===== src/rtl/hazard_fwd_ctrl.sv =====
// hazard_fwd_ctrl: RV32I decode-side forwarding selects, load-use bubbles and redirect flushes.
// Optional perf counters stall_cnt/flush_cnt are built when HAZ_PERF_CNT_EN is defined.
module hazard_fwd_ctrl #(
    parameter int REG_AW       = 5,
    parameter int FLUSH_CYCLES = 1
) (
    input  logic              clk,
    input  logic              rst_n,
    input  logic              id_valid,
    input  logic [REG_AW-1:0] id_ra1,
    input  logic [REG_AW-1:0] id_ra2,
    input  logic              id_use1,
    input  logic              id_use2,
    input  logic [REG_AW-1:0] id_wa,
    input  logic              id_we,
    input  logic              id_is_load,
    input  logic              ex_redirect,
    input  logic              mem_stall,
    output logic [1:0]        sel_ra1,
    output logic [1:0]        sel_ra2,
    output logic              stall_if,
    output logic              stall_id,
    output logic              bubble_ex,
    output logic              flush_id,
    output logic [31:0]       stall_cnt,
    output logic [31:0]       flush_cnt
);
    typedef struct packed {
        logic              vld;
        logic [REG_AW-1:0] wa;
        logic              we;
    } ent_t;
    typedef enum logic {RUN, FLUSH} state_t;

    localparam logic [1:0] CNT_INIT = 2'(FLUSH_CYCLES - 1);

    ent_t       ex_e, mem_e, wb_e;
    logic       ex_ld;
    state_t     state;
    logic [1:0] cnt;
    logic       load_use, flushing, stall, issue;

    function automatic logic hit(input ent_t e, input logic [REG_AW-1:0] src);
        return e.vld && e.we && e.wa == src && src != '0;
    endfunction

    // only the EX entry can still be a load whose data is not yet available
    assign load_use = id_valid && ex_ld &&
                      ((id_use1 && hit(ex_e, id_ra1)) || (id_use2 && hit(ex_e, id_ra2)));
    assign flushing = !mem_stall && (ex_redirect || state == FLUSH);
    assign stall    = !mem_stall && load_use && !flushing;
    assign issue    = id_valid && !load_use && !flushing;

    always_comb begin
        sel_ra1   = !id_use1 ? 2'd0 : hit(ex_e, id_ra1) ? 2'd1 : hit(mem_e, id_ra1) ? 2'd2 :
                    hit(wb_e, id_ra1) ? 2'd3 : 2'd0;
        sel_ra2   = !id_use2 ? 2'd0 : hit(ex_e, id_ra2) ? 2'd1 : hit(mem_e, id_ra2) ? 2'd2 :
                    hit(wb_e, id_ra2) ? 2'd3 : 2'd0;
        stall_if  = mem_stall || stall;
        stall_id  = mem_stall || stall;
        bubble_ex = flushing || stall;
        flush_id  = flushing;
    end

    always_ff @(posedge clk or negedge rst_n) begin
        if (!rst_n) begin
            ex_e  <= '0;
            mem_e <= '0;
            wb_e  <= '0;
            ex_ld <= 1'b0;
            state <= RUN;
            cnt   <= '0;
        end else if (!mem_stall) begin
            wb_e  <= mem_e;
            mem_e <= ex_e;
            ex_e  <= issue ? {1'b1, id_wa, id_we} : '0;
            ex_ld <= issue && id_is_load;
            if (ex_redirect) begin
                state <= (FLUSH_CYCLES > 1) ? FLUSH : RUN;
                cnt   <= CNT_INIT;
            end else if (state == FLUSH) begin
                if (cnt <= 2'd1) state <= RUN;
                cnt <= cnt - 2'd1;
            end
        end
    end

`ifdef HAZ_PERF_CNT_EN
    logic [31:0] stall_q, flush_q;
    always_ff @(posedge clk or negedge rst_n) begin
        if (!rst_n) begin
            stall_q <= '0;
            flush_q <= '0;
        end else begin
            if (stall) stall_q <= stall_q + 32'd1;
            if (!mem_stall && ex_redirect) flush_q <= flush_q + 32'd1;
        end
    end
    assign stall_cnt = stall_q;
    assign flush_cnt = flush_q;
`else
    assign stall_cnt = '0;
    assign flush_cnt = '0;
`endif
endmodule


===== config.mk =====
export PLATFORM = sky130hd
export DESIGN_NAME = hazard_fwd_ctrl
export DESIGN_NICKNAME = d
export VERILOG_FILES = /design/src/rtl/hazard_fwd_ctrl.sv
export SDC_FILE = /design/constraint.sdc
export NUM_CORES = 1
export LEC_CHECK = 0
export ABC_AREA = 1
export CAP_MARGIN = 20
export CORE_MARGIN = 2
export CORE_UTILIZATION = 38
export CTS_CLUSTER_SIZE = 25
export DETAILED_ROUTE_END_ITERATION = 6
export GPL_TIMING_DRIVEN = 0
export PLACE_DENSITY = 0.77
export SYNTH_ARGS = -nofsm -noshare
export SYNTH_HDL_FRONTEND = slang
export SYNTH_SLANG_ARGS = --single-unit

===== constraint.sdc =====
create_clock -name clk -period 1.4 [get_ports clk]
set_input_delay 0.28 -clock clk [delete_from_list [all_inputs] [get_ports clk]]
set_output_delay 0.28 -clock clk [all_outputs]
set_load 0.05 [all_outputs]

* Word-level counts from Yosys, hierarchy flattened
Index checks and enable logic that the tools add are counted.
** Operators by class
- Add/sub/neg operators :: 1
- Magnitude comparators :: 1
- Multiplexer cells :: 14
- Shift-type cells :: 0
- Multiply operators :: 0
- Bitwise gates (word level) :: 1
- Reduce and logical (&&, ||, !) cells :: 36
- Equality and inequality tests :: 6
- Divide/modulo/power cells :: 0
** Operators by type and width (number)
- == test 5 bit :: 6
- logical AND 1 bit :: 25
- two-way mux 2 bit :: 10
- nonzero test 5 bit :: 2
- two-way mux 7 bit :: 1
- logical OR 1 bit :: 4
- logical NOT 1 bit :: 3
- two-way mux 1 bit :: 3
- <= comparator 2 x 1 -> 1 bit (second input constant) :: 1
- AND reduction 2 bit :: 1
- nonzero test 2 bit :: 1
- subtractor 2 x 1 -> 2 bit (second input constant) :: 1
- inverter 1 bit :: 1
** Word-level totals
- Bits in latches :: 0
- RAM bits :: 0
- Input bits :: 24
- Memories :: 0
- Flip-flop bits (word level) :: 25
- ROM bits :: 0

* Longest topological paths before layout
- Depth after elaboration :: 10
- Gate-level depth with buffers :: 11

* Worst setup path before layout
OpenSTA, ideal clock, no wires.
- Path type :: reg2out
- Start :: reg state
- End :: out stall_if
- Setup slack :: -0.795 ns
- Stages on the path, launching flop included :: 5
- Arrival :: 1.915 ns
- Cell sequence :: dfrtp_1 nor2_1 nor2_1 o21ai_2 buf_4
** Between the ends
- Longest elaborated chain between the ends :: 5
** RTL lines
- from (decl) :: line 39 : state_t state;
- from (signal assigned) :: line 79 : state <= (FLUSH_CYCLES > 1) ? FLUSH : RUN;
- logical OR 1 bit :: line 50 : assign flushing = !mem_stall && (ex_redirect || state == FLUSH);
- logical AND 1 bit :: line 50
- named net flush_id :: line 24 : output logic flush_id,
- logical NOT 1 bit :: line 51 : assign stall = !mem_stall && load_use && !flushing;
- logical AND 1 bit :: line 51
- logical OR 1 bit
- to (decl) :: line 21 : output logic stall_if,
The timed path passes the listed nets, and every way through them passes these cells.

* Worst setup path after layout
- Start :: reg ex_e[2] (netlist bit)
- End :: out stall_if
** Between the ends
- Longest elaborated chain between the ends :: 9
** RTL lines
- from (decl) :: line 37 : ent_t ex_e, mem_e, wb_e;
- from (signal assigned) :: line 76 : ex_e <= issue ? {1'b1, id_wa, id_we} : '0;
- == test 5 bit :: line 44 : return e.vld && e.we && e.wa == src && src != '0;
- logical AND 1 bit (2 in a row) :: line 44
- logical AND 1 bit :: line 49 : ((id_use1 && hit(ex_e, id_ra1)) || (id_use2 && hit(ex_e, id_ra2)));
- logical OR 1 bit * :: line 49
- logical AND 1 bit * :: line 48 : assign load_use = id_valid && ex_ld &&
- logical AND 1 bit * (2 in a row) :: line 51
- logical OR 1 bit * :: line 59 : stall_if = mem_stall || stall;
Every way passes the cells marked *; elsewhere a longest branch is shown, timed or not.

==> out/results.tsv <==
metric	value	unit
final_nets	439	
clock.fmax	477.5	MHz
routed_wl	4.943	mm
yosys_warnings	0	
power	2.231	mW
final_util	0.5782	
avgRoutedWirePerCell	10.19	um
violations	negative setup slack	
portBuffers	31	
ir_drop	527.0	uV
core	5405	um^2
synth_mux_area_frac	0	
synth_fa_ha_area_frac	0.005977	
num_vias	1931	
holdWs	0.2870	ns
hold_viol_final	0	
cts_buffers	3	
hold_buffers	0	
synth_seq_cells	25	
first_pass_iters	4	
synth_simple_gate_area_frac	0.2767	
rsz0062_at_grt	yes	
start_util	0.3873	
cp-start-kind	flop	
finClkSkew	0.007006	ns
timing.final.ws_setup	-0.6945	ns
fp.dieW	78.22	um
cts_max_level	1	
drive_gt1_frac	0.3462	
fillers	523	
seq_area_frac_synth	0.2989	
std_cell_rows	27	
finalCritPeriodShare	1.496	
gr-usage-all-layers	0.1520	
grt_max_degree	21	
path_clk_slew	0.09	ns
grt_pass1_wl	7.424	mm
async_reset_ff_frac	1.000	
setup_viol_count_final	16	
io_pins	96	
synth_top_family_by_area	buffers and inverters	
antenna_found_initial	0	
leakagePower	1.714	nW
status	finished, violations left	
num_antenna_cells	0	
tightestPinTransition	0.5122	ns
crit_type	reg2out	
critPathCaptureType	output port	
syn_area_per_cell	7.120	um^2
cts_tree	yes	
period_needed	2.094	ns
arrival	1.81	ns
synth_edf_count	0	
rr_worst_depth	11	
finalSetupTns	-6.721	ns
netlist_instances	294	
area_delta_synth_final	49.31	%
drv_cap	0	
grt_pass1_vias	1692	
drcViolationCount	0	
die_h	78.22	um
slew_headroom	0.6585	
dpl.hpwl	3.737	mm
numClockSinks	25	
synth.distinct_cells	30	
synthFlopType	dfrtp_1	
place.gp.congestion	0.8843	
crit_fanout	4	
grt_overflow	0	
die_area	6118	um^2
drv_slew	0	
clock-root-buffer	clkbuf_8	
viasPerCell	3.981	
syn_area	2093	um^2
synth_xor_area_frac	0.06276	
clock_path_buffers	2	
p_per_area	713.7	nW/um^2
hold_path.class	in2async	
synth_compound_area_frac	0.05918	
crit_required	1.12	ns
drt_iter0_markers	39	
ant_nets	0	
clk_latency	0.27	ns
power breakdown:
group | internal, mW | total (mW) | switching, mW
Clock | 0.203 | 0.431 | 0.227
Combinational | 0.327 | 0.969 | 0.642
Sequential | 0.778 | 0.831 | 0.0534
placed cells by master, fill, tap and decap left out, types with 2 or more instances in the layout:
cell	n
buf_4	78
nand2_1	74
conb_1	64
dfrtp_1	24
inv_1	21
o21ai_0	14
buf_6	12
clkdlybuf4s50_1	11
dlygate4sd2_1	10
inv_2	9
nand3_2	9
nand3_1	9
nor2_1	8
xor2_1	7
xnor2_1	7
nor2_2	6
nand2_2	5
nor2_4	4
clkbuf_1	4
nor3_1	3
nand4_1	3
clkbuf_8	3
buf_8	3
nor3_2	2
nand3b_1	2
or2_2	2
o21a_1	2
dlymetal6s2s_1	2
cell usage after synthesis (2+ instances only):
cell type  instances  share of area
clkbuf_1           3         0.0054
nor3_1             6          0.014
o21a_1             2         0.0072
nor2_1            13          0.023
nor2_2             5          0.015
dfrtp_1           25           0.30
inv_2              4         0.0072
nand4_1            3         0.0090
nand3b_1           2         0.0072
xor2_1             8          0.033
nand2_1           78           0.14
o21ai_0           14          0.033
or2_2              2         0.0060
xnor2_1            7          0.029
inv_1             26          0.047
nand3_2            2         0.0096
nand3_1           16          0.038
a21oi_1            2         0.0048
buf_4             65           0.23
cell type report:
cell class | instances | area, um^2 | area share
sequential | 25 | 626.9 | 0.2006
timing repair buffer | 52 | 524.3 | 0.1677
clock buffer | 4 | 45.04 | 0.01441
inverter | 30 | 112.6 | 0.03603
buffer | 69 | 508.0 | 0.1625
tap | 72 | 90.09 | 0.02882
multi-input combinational | 233 | 1219 | 0.3899
path summary, 6_finish.rpt:
check	from	endpoint	slack, ns
max	ex_e[2]$_DFFE_PN0N_	stall_if	-0.69
min	rst_n	ex_e[3]$_DFFE_PN0N_	0.29
max reg2reg	ex_e[2]$_DFFE_PN0N_	ex_e[6]$_DFFE_PN0N_	-0.32
min reg2reg	wb_e[0]$_DFFE_PN0N_	wb_e[0]$_DFFE_PN0N_	0.49
max in group asynchronous	rst_n	mem_e[2]$_DFFE_PN0N_	0.68
min in group clk	mem_stall	state$_DFFE_PN0N_	0.44
sequential cells by signal, summed over array words and instances (netlist names):
| register | flops |
|---|---|
| ex_e | 7 |
| mem_e | 7 |
| wb_e | 7 |
| state | 1 |
| cnt | 2 |
| ex_ld | 1 |
cell families after synthesis:
| family | count (synthesis) |
|---|---|
| compound gates | 22 |
| xor+xnor | 15 |
| fa+ha+maj | 1 |
| buf+inv | 99 |
| flops | 25 |
| other cells | 1 |
| simple gates | 131 |
per-layer routing:
layer  track usage  part of all wire  vias up
met3       0.02299             0.062        2
met1        0.1886              0.42      846
li1              -                 -     1021
met2        0.2681              0.51       62
met5             0                 0        -
met4       0.05263            0.0061        0
worst max-delay path, cell delays in order, from the launching register on:
cell and delay [ns]:
dfrtp_1 0.44, xnor2_1 0.18, nand2_1 0.08, nor2_2 0.14
nand3_2 0.12, nand2_2 0.11, nand2_4 0.08, o21ai_4 0.16
buf_6 0.11, buf_8 0.13
per-stage QoR:
stage	setup WS, ns	cell area [um^2]	cells
after global routing	-0.7834	3126	485
after global placement	-1.529	2768	460
after CTS	-0.6833	2903	473
final	-0.6945	3126	485
after floorplan	-0.4570	2367	357
after detailed placement	-1.536	2795	461
what timing repair did:
item / in CTS / in global routing
endpoints found under the hold margin: 0 / 0
setup endpoints to repair: 16 / 20
resized for setup: 70 / 35
pin swaps: 13 / 22
setup buffers: 8 / 13
(Power assumes the default switching activity.)
==> RTL edit 1: new RTL, same settings <==
The parameter `REG_AW` goes from 5 to 4.
--- a/src/rtl/hazard_fwd_ctrl.sv
+++ b/src/rtl/hazard_fwd_ctrl.sv
@@ -2,5 +2,5 @@
 // Optional perf counters stall_cnt/flush_cnt are built when HAZ_PERF_CNT_EN is defined.
 module hazard_fwd_ctrl #(
-    parameter int REG_AW       = 5,
+    parameter int REG_AW       = 4,
     parameter int FLUSH_CYCLES = 1
 ) (
Interface: changed (resized id_ra1, id_ra2 and id_wa); port bits go from 96 to 93. The function was not compared with the original's and may differ.
==> RTL edit 1 against the original RTL <==
  * The flow still finishes with violations (setup timing)
  * Worst hold slack gained 0.020 ns
  * Wire length shrank 18%
  * Sequential cell count shrank 3
  * Worst setup slack gained 0.045 ns
  * Synthesized area shrank 11%
  * Utilization grew 0.22 points
  * Cell area shrank 12%
  * Power shrank 7.5%
  * Critical path type unchanged
  * Highest routed layer unchanged
==> RTL edit 1: results (changes against the original RTL) <==
- Clock tree buffer depth: 2 (unchanged)
- DR vias: 1705 (-12%)
- CP startpoint kind: flip-flop
- Root Buffer: clkbuf_8
- Seq/Total Area, Yosys: 0.295 (-0.00396)
- Worst Skew: 0.00247 ns (-0.00453 ns)
- Setup TNS: -4.66 ns (+2.06 ns)
- Asr flop ratio synth: 1.00 (unchanged)
- Reg2reg end: ex_e[5]
- CP max FO: 4 (unchanged)
- Hold Violations, Final: 0 (unchanged)
- Overall routing resource usage: 0.148 (-0.00421)
- IO Port Bufs: 28 (-9.7%)
- Vias in the first global route: 1472 (-13%)
- DR iter-0 viols: 55 (+41%)
- Final setup fails: 15 (-1)
- Initial antenna violation count: 0 (unchanged)
- GPL Wtd Cong: 0.863 (-2.4%)
- Global-route wire length before repair: 6.33 mm (-15%)
- Registers with the most flip-flops: ex_e: 6 flops, mem_e: 6 flops, wb_e: 6 flops
- Htree depth: 1 (unchanged)
- R2r setup slk: -0.17 ns (+0.15 ns)
- Violated checks: setup timing
- Pleak: 1.54 nW (-9.9%)
- CP Capture Point: stall_if
- N_diodes: 0 (unchanged)
- Worst skew pair latency: 0.27 ns (about the same)
- Netlist cell types: 29 (-3.3%)
- Outcome: finished, violations left
- IR drop worst, VDD: 551 uV (+4.6%)
- Drt pass-1 iters: 4 (unchanged)
- Hold crit path type: in2async
- Largest net degree at the start of global routing: 23 (+9.5%)
- HPWL after detailed placement: 3.13 mm (-16%)
- R2R depth: 11 (unchanged)
- Final WS setup: -0.649 ns (+0.0454 ns)
- Primary FF master, synth: dfrtp_1
- Reg2reg start: ex_e[2]
- Synth top area cells: dfrtp_1 29%, buf_4 26%, nand2_1 12%
- Final WL: 4.07 mm (-18%)
- Final #Nets: 393 (-10%)
- Num CTS Buffers: 3 (unchanged)
- Most frequent cells after synthesis: 65 x buf_4, 62 x nand2_1, 26 x inv_1
- Crit path DAT: 1.77 ns (-0.04 ns)
- Clk slew on worst S/H paths: 0.08 ns
- Yosys warning total: 0 (unchanged)
- Share of cells above drive strength 1: 0.349 (+0.00240)
## RTL edit 1: cell types whose count changed in the layout (fill, tap and decap cells not counted), sizes merged, moves of 3 or more
cell and change:
nor3 -5, nand2 -15, a21oi +4, o21ai +5, nand3 -6, inv -3
xor2 -3, dfrtp -3, buf -9, xnor2 -4
## RTL edit 1: layout make-up
cell class | instances | area, um^2
sequential | 22 | 553
fill | 455 | 1980
buffer | 69 | 512
timing repair buffer | 41 | 397
inverter | 27 | 101
multi-input combinational | 207 | 1040
tap | 67 | 83.8
clock buffer | 4 | 55.1
## RTL edit 1: cells by family after synthesis
logic type	Yosys count	synth area share
other	1	0.00201
buffers and inverters	96	0.324
adders and majority gates	1	0.00670
xor gates and xnor gates	8	0.0375
AOI/OAI and AO/OA	32	0.0938
DFF	22	0.295
and+or+nand+nor	102	0.241
## RTL edit 1: worst min-delay path by stage
| stage | from | endpoint | slack [ns] |
|---|---|---|---|
| 6_report | rst_n | ex_e[1] | 0.31 |
| 3_5_place_dp | wb_e[5] | wb_e[5] | 0.46 |
| 2_1_floorplan | rst_n | cnt[0] | -0.02 |
| 3_3_place_gp | ex_ld | ex_ld | 0.46 |
| 4_1_cts | wb_e[5] | wb_e[5] | 0.48 |
| 5_1_grt | rst_n | ex_e[2] | 0.33 |
## RTL edit 1: metrics by stage
step | std cells | cell area [um^2] | setup slack [ns] | util
global route | 437 | 2740 | -0.755 | 0.580
global placement | 420 | 2510 | -1.50 | 0.531
finish | 437 | 2740 | -0.649 | 0.580
detailed placement | 420 | 2510 | -1.51 | 0.531
CTS | 432 | 2630 | -0.635 | 0.556
floorplan | 325 | 2140 | -0.425 | -
## RTL edit 1: per-layer routing
layer	part of all wire	vias up	GRT usage
li1	-	903	-
met1	0.40	726	0.185
met2	0.50	71	0.253
met3	0.092	5	0.0271
met4	0.013	0	0.0566
met5	0	-	0
## RTL edit 1: what timing repair did
action                                  4_1_cts  5_1_grt
setup buffers                                 8        5
resized for setup                            69       25
pin swaps                                    10       10
endpoints found under the setup margin       18       17
## RTL edit 1: worst max-delay path: stages, from the launching register on
cell	delay, ns
dfrtp_2	0.42
inv_2	0.06
nand2_1	0.07
nand2_1	0.06
nor2_2	0.14
nand4_1	0.16
nand2_2	0.14
nand2_4	0.08
o21ai_4	0.14
buf_6	0.11
buf_8	0.13
## RTL edit 1: report_power, final
group / internal, mW / switching, mW / leakage [nW] / total (mW)
Combinational: 0.270 / 0.592 / 1.23 / 0.863
Clock: 0.251 / 0.218 / 0.0288 / 0.469
Sequential: 0.686 / 0.0445 / 0.291 / 0.730
==> RTL edit 2: new RTL, same settings <==
Made on the original files. Add a define of `HAZ_PERF_CNT_EN`.
--- a/src/rtl/hazard_fwd_ctrl.sv
+++ b/src/rtl/hazard_fwd_ctrl.sv
@@ -1,4 +1,6 @@
 // hazard_fwd_ctrl: RV32I decode-side forwarding selects, load-use bubbles and redirect flushes.
 // Optional perf counters stall_cnt/flush_cnt are built when HAZ_PERF_CNT_EN is defined.
+`define HAZ_PERF_CNT_EN
+
 module hazard_fwd_ctrl #(
     parameter int REG_AW       = 5,
Check against the original RTL: not equivalent (Yosys sat finds a counterexample within 4 cycles, from zero or initial values and one cycle with rst_n low).
==> RTL edit 2 against the original RTL <==
  * The flow still finishes with violations (setup timing)
  * Cell area rose to 2.5 times the old value
  * Sequential cell count is 64 higher
  * Fmax fell by 8.3%
  * Clock power grew to 5.2 times the old value
  * Worst hold slack worse by 0.057 ns
  * Power rose to 3.0 times the old value
  * Wire length grew to 3.3 times the old value
  * Synthesized area rose to 2.5 times the old value
  * Worst setup slack lost 0.19 ns
  * Critical path type unchanged
==> RTL edit 2: results (changes against the original RTL) <==
- Outcome: finished, violations left
- Violated checks: setup timing
- GPL Wtd Cong: 0.893 (+0.95%)
- Largest net degree at the start of global routing: 70 (+230%)
- Seq/Total Area, Yosys: 0.418 (+0.119)
- Setup TNS: -24.37 ns (-17.65 ns)
- Layout fillers: 1250 (+140%)
- DR iter-0 viols: 344 (+780%)
- Post_cts resized: 440 (+530%)
- Met3 wire len: 840 um (+180%)
- Clock Power Share: 0.334 (+0.141)
- Met2 GRT Util: 0.353 (+0.0847)
- Met2 Routed Length: 8.12 mm (+220%)
- Hold crit path type: in2reg
- Htree depth: 3 (+2)
- Max_slew headroom: 0.564 (-0.0948)
- Met1 Use GR: 0.276 (+0.0875)
- Worst Skew: 0.00912 ns (+0.00212 ns)
- Total routed wire length on the met1 layer: 6.91 mm (+230%)
- Net Switching: 2.10 mW (+130%)
- Pleak: 3.85 nW (+120%)
- CP max FO: 3 (-1)
- Mean Syn Cell Area: 7.37 um^2 (+3.5%)
- Dpl cell area: 0.00695 mm^2 (+150%)
- DR WL/cell: 15.0 um (+47%)
- Most frequent cells after synthesis: 280 x nand2_1, 89 x dfrtp_1, 65 x inv_1
- IO Port Bufs: 94 (+200%)
- Clk slew on worst S/H paths: 0.06 ns (-0.03 ns)
- Share of cells above drive strength 1: 0.419 (+0.0724)
- Hold Buf Count CTS: 1 (+1)
- Reg2reg end: stall_cnt[4]
- Overall routing resource usage: 0.216 (+0.0635)
- Final WS setup: -0.885 ns (-0.191 ns)
- DR vias: 5439 (+180%)
- Critical Path Source: ex_e[1]
- Hold Violations, Final: 0 (unchanged)
- Vias in the first global route: 5268 (+210%)
- Worst skew pair latency: 0.35 ns (+0.08 ns)
- Netlist cell types: 34 (+13%)
- Root Buffer: clkbuf_16
- R2R depth: 12 (+1)
- Final #Nets: 932 (+110%)
- Synth top area cells: dfrtp_1 42%, nand2_1 20%, xor2_1 6.4%
- Non-Filler Instances: 1090 (+120%)
- Dpl cells: 999 (+120%)
- Crit path DAT: 2.01 ns (+0.20 ns)
- Place WS: -1.74 ns (-0.201 ns)
- Cell internal pwr: 4.62 mW (+250%)
- HPWL after detailed placement: 10.5 mm (+180%)
- Num CTS Buffers: 9 (+6)
- Post-CTS Setup Inserts: 48 (+40)
- Global-route wire length before repair: 25.3 mm (+240%)
- Drt pass-1 iters: 5 (+1)
- IR drop worst, VDD: 916 uV (+74%)
- R2r setup slk: -0.52 ns (-0.20 ns)
- Final setup fails: 68 (+52)
- Syn Nets: 751
- Comb. pwr: 1.53 mW (+58%)
==> RTL edit 2: cell count changes after synthesis, sizes merged, moves of 23 or more <==
cell / delta
nor3: +26
dfrtp: +64
nor2: +50
buf: -57
inv: +42
xor2: +31
xnor2: +23
nand2: +202
==> RTL edit 2: cell families (layout without fill, tap and decap cells) <==
family | Yosys count | in the layout | synth area share
AND/OR/NAND/NOR | 442 | 442 | 0.360
flip-flops | 89 | 89 | 0.418
buffers and inverters | 87 | 273 | 0.0690
XOR/XNOR | 69 | 69 | 0.113
AO/OA/AOI/OAI | 34 | 34 | 0.0335
adder cells (fa/ha/maj) | 3 | 3 | 0.00704
==> RTL edit 2: cell type report <==
cell class,count,area (um^2),area share
Tap cell,180,225,0.0283
Multi-Input combinational cell,548,3380,0.426
Sequential cell,89,2310,0.290
Inverter,73,289,0.0364
Buffer,14,139,0.0175
Clock buffer,16,262,0.0329
Timing Repair Buffer,170,1340,0.169
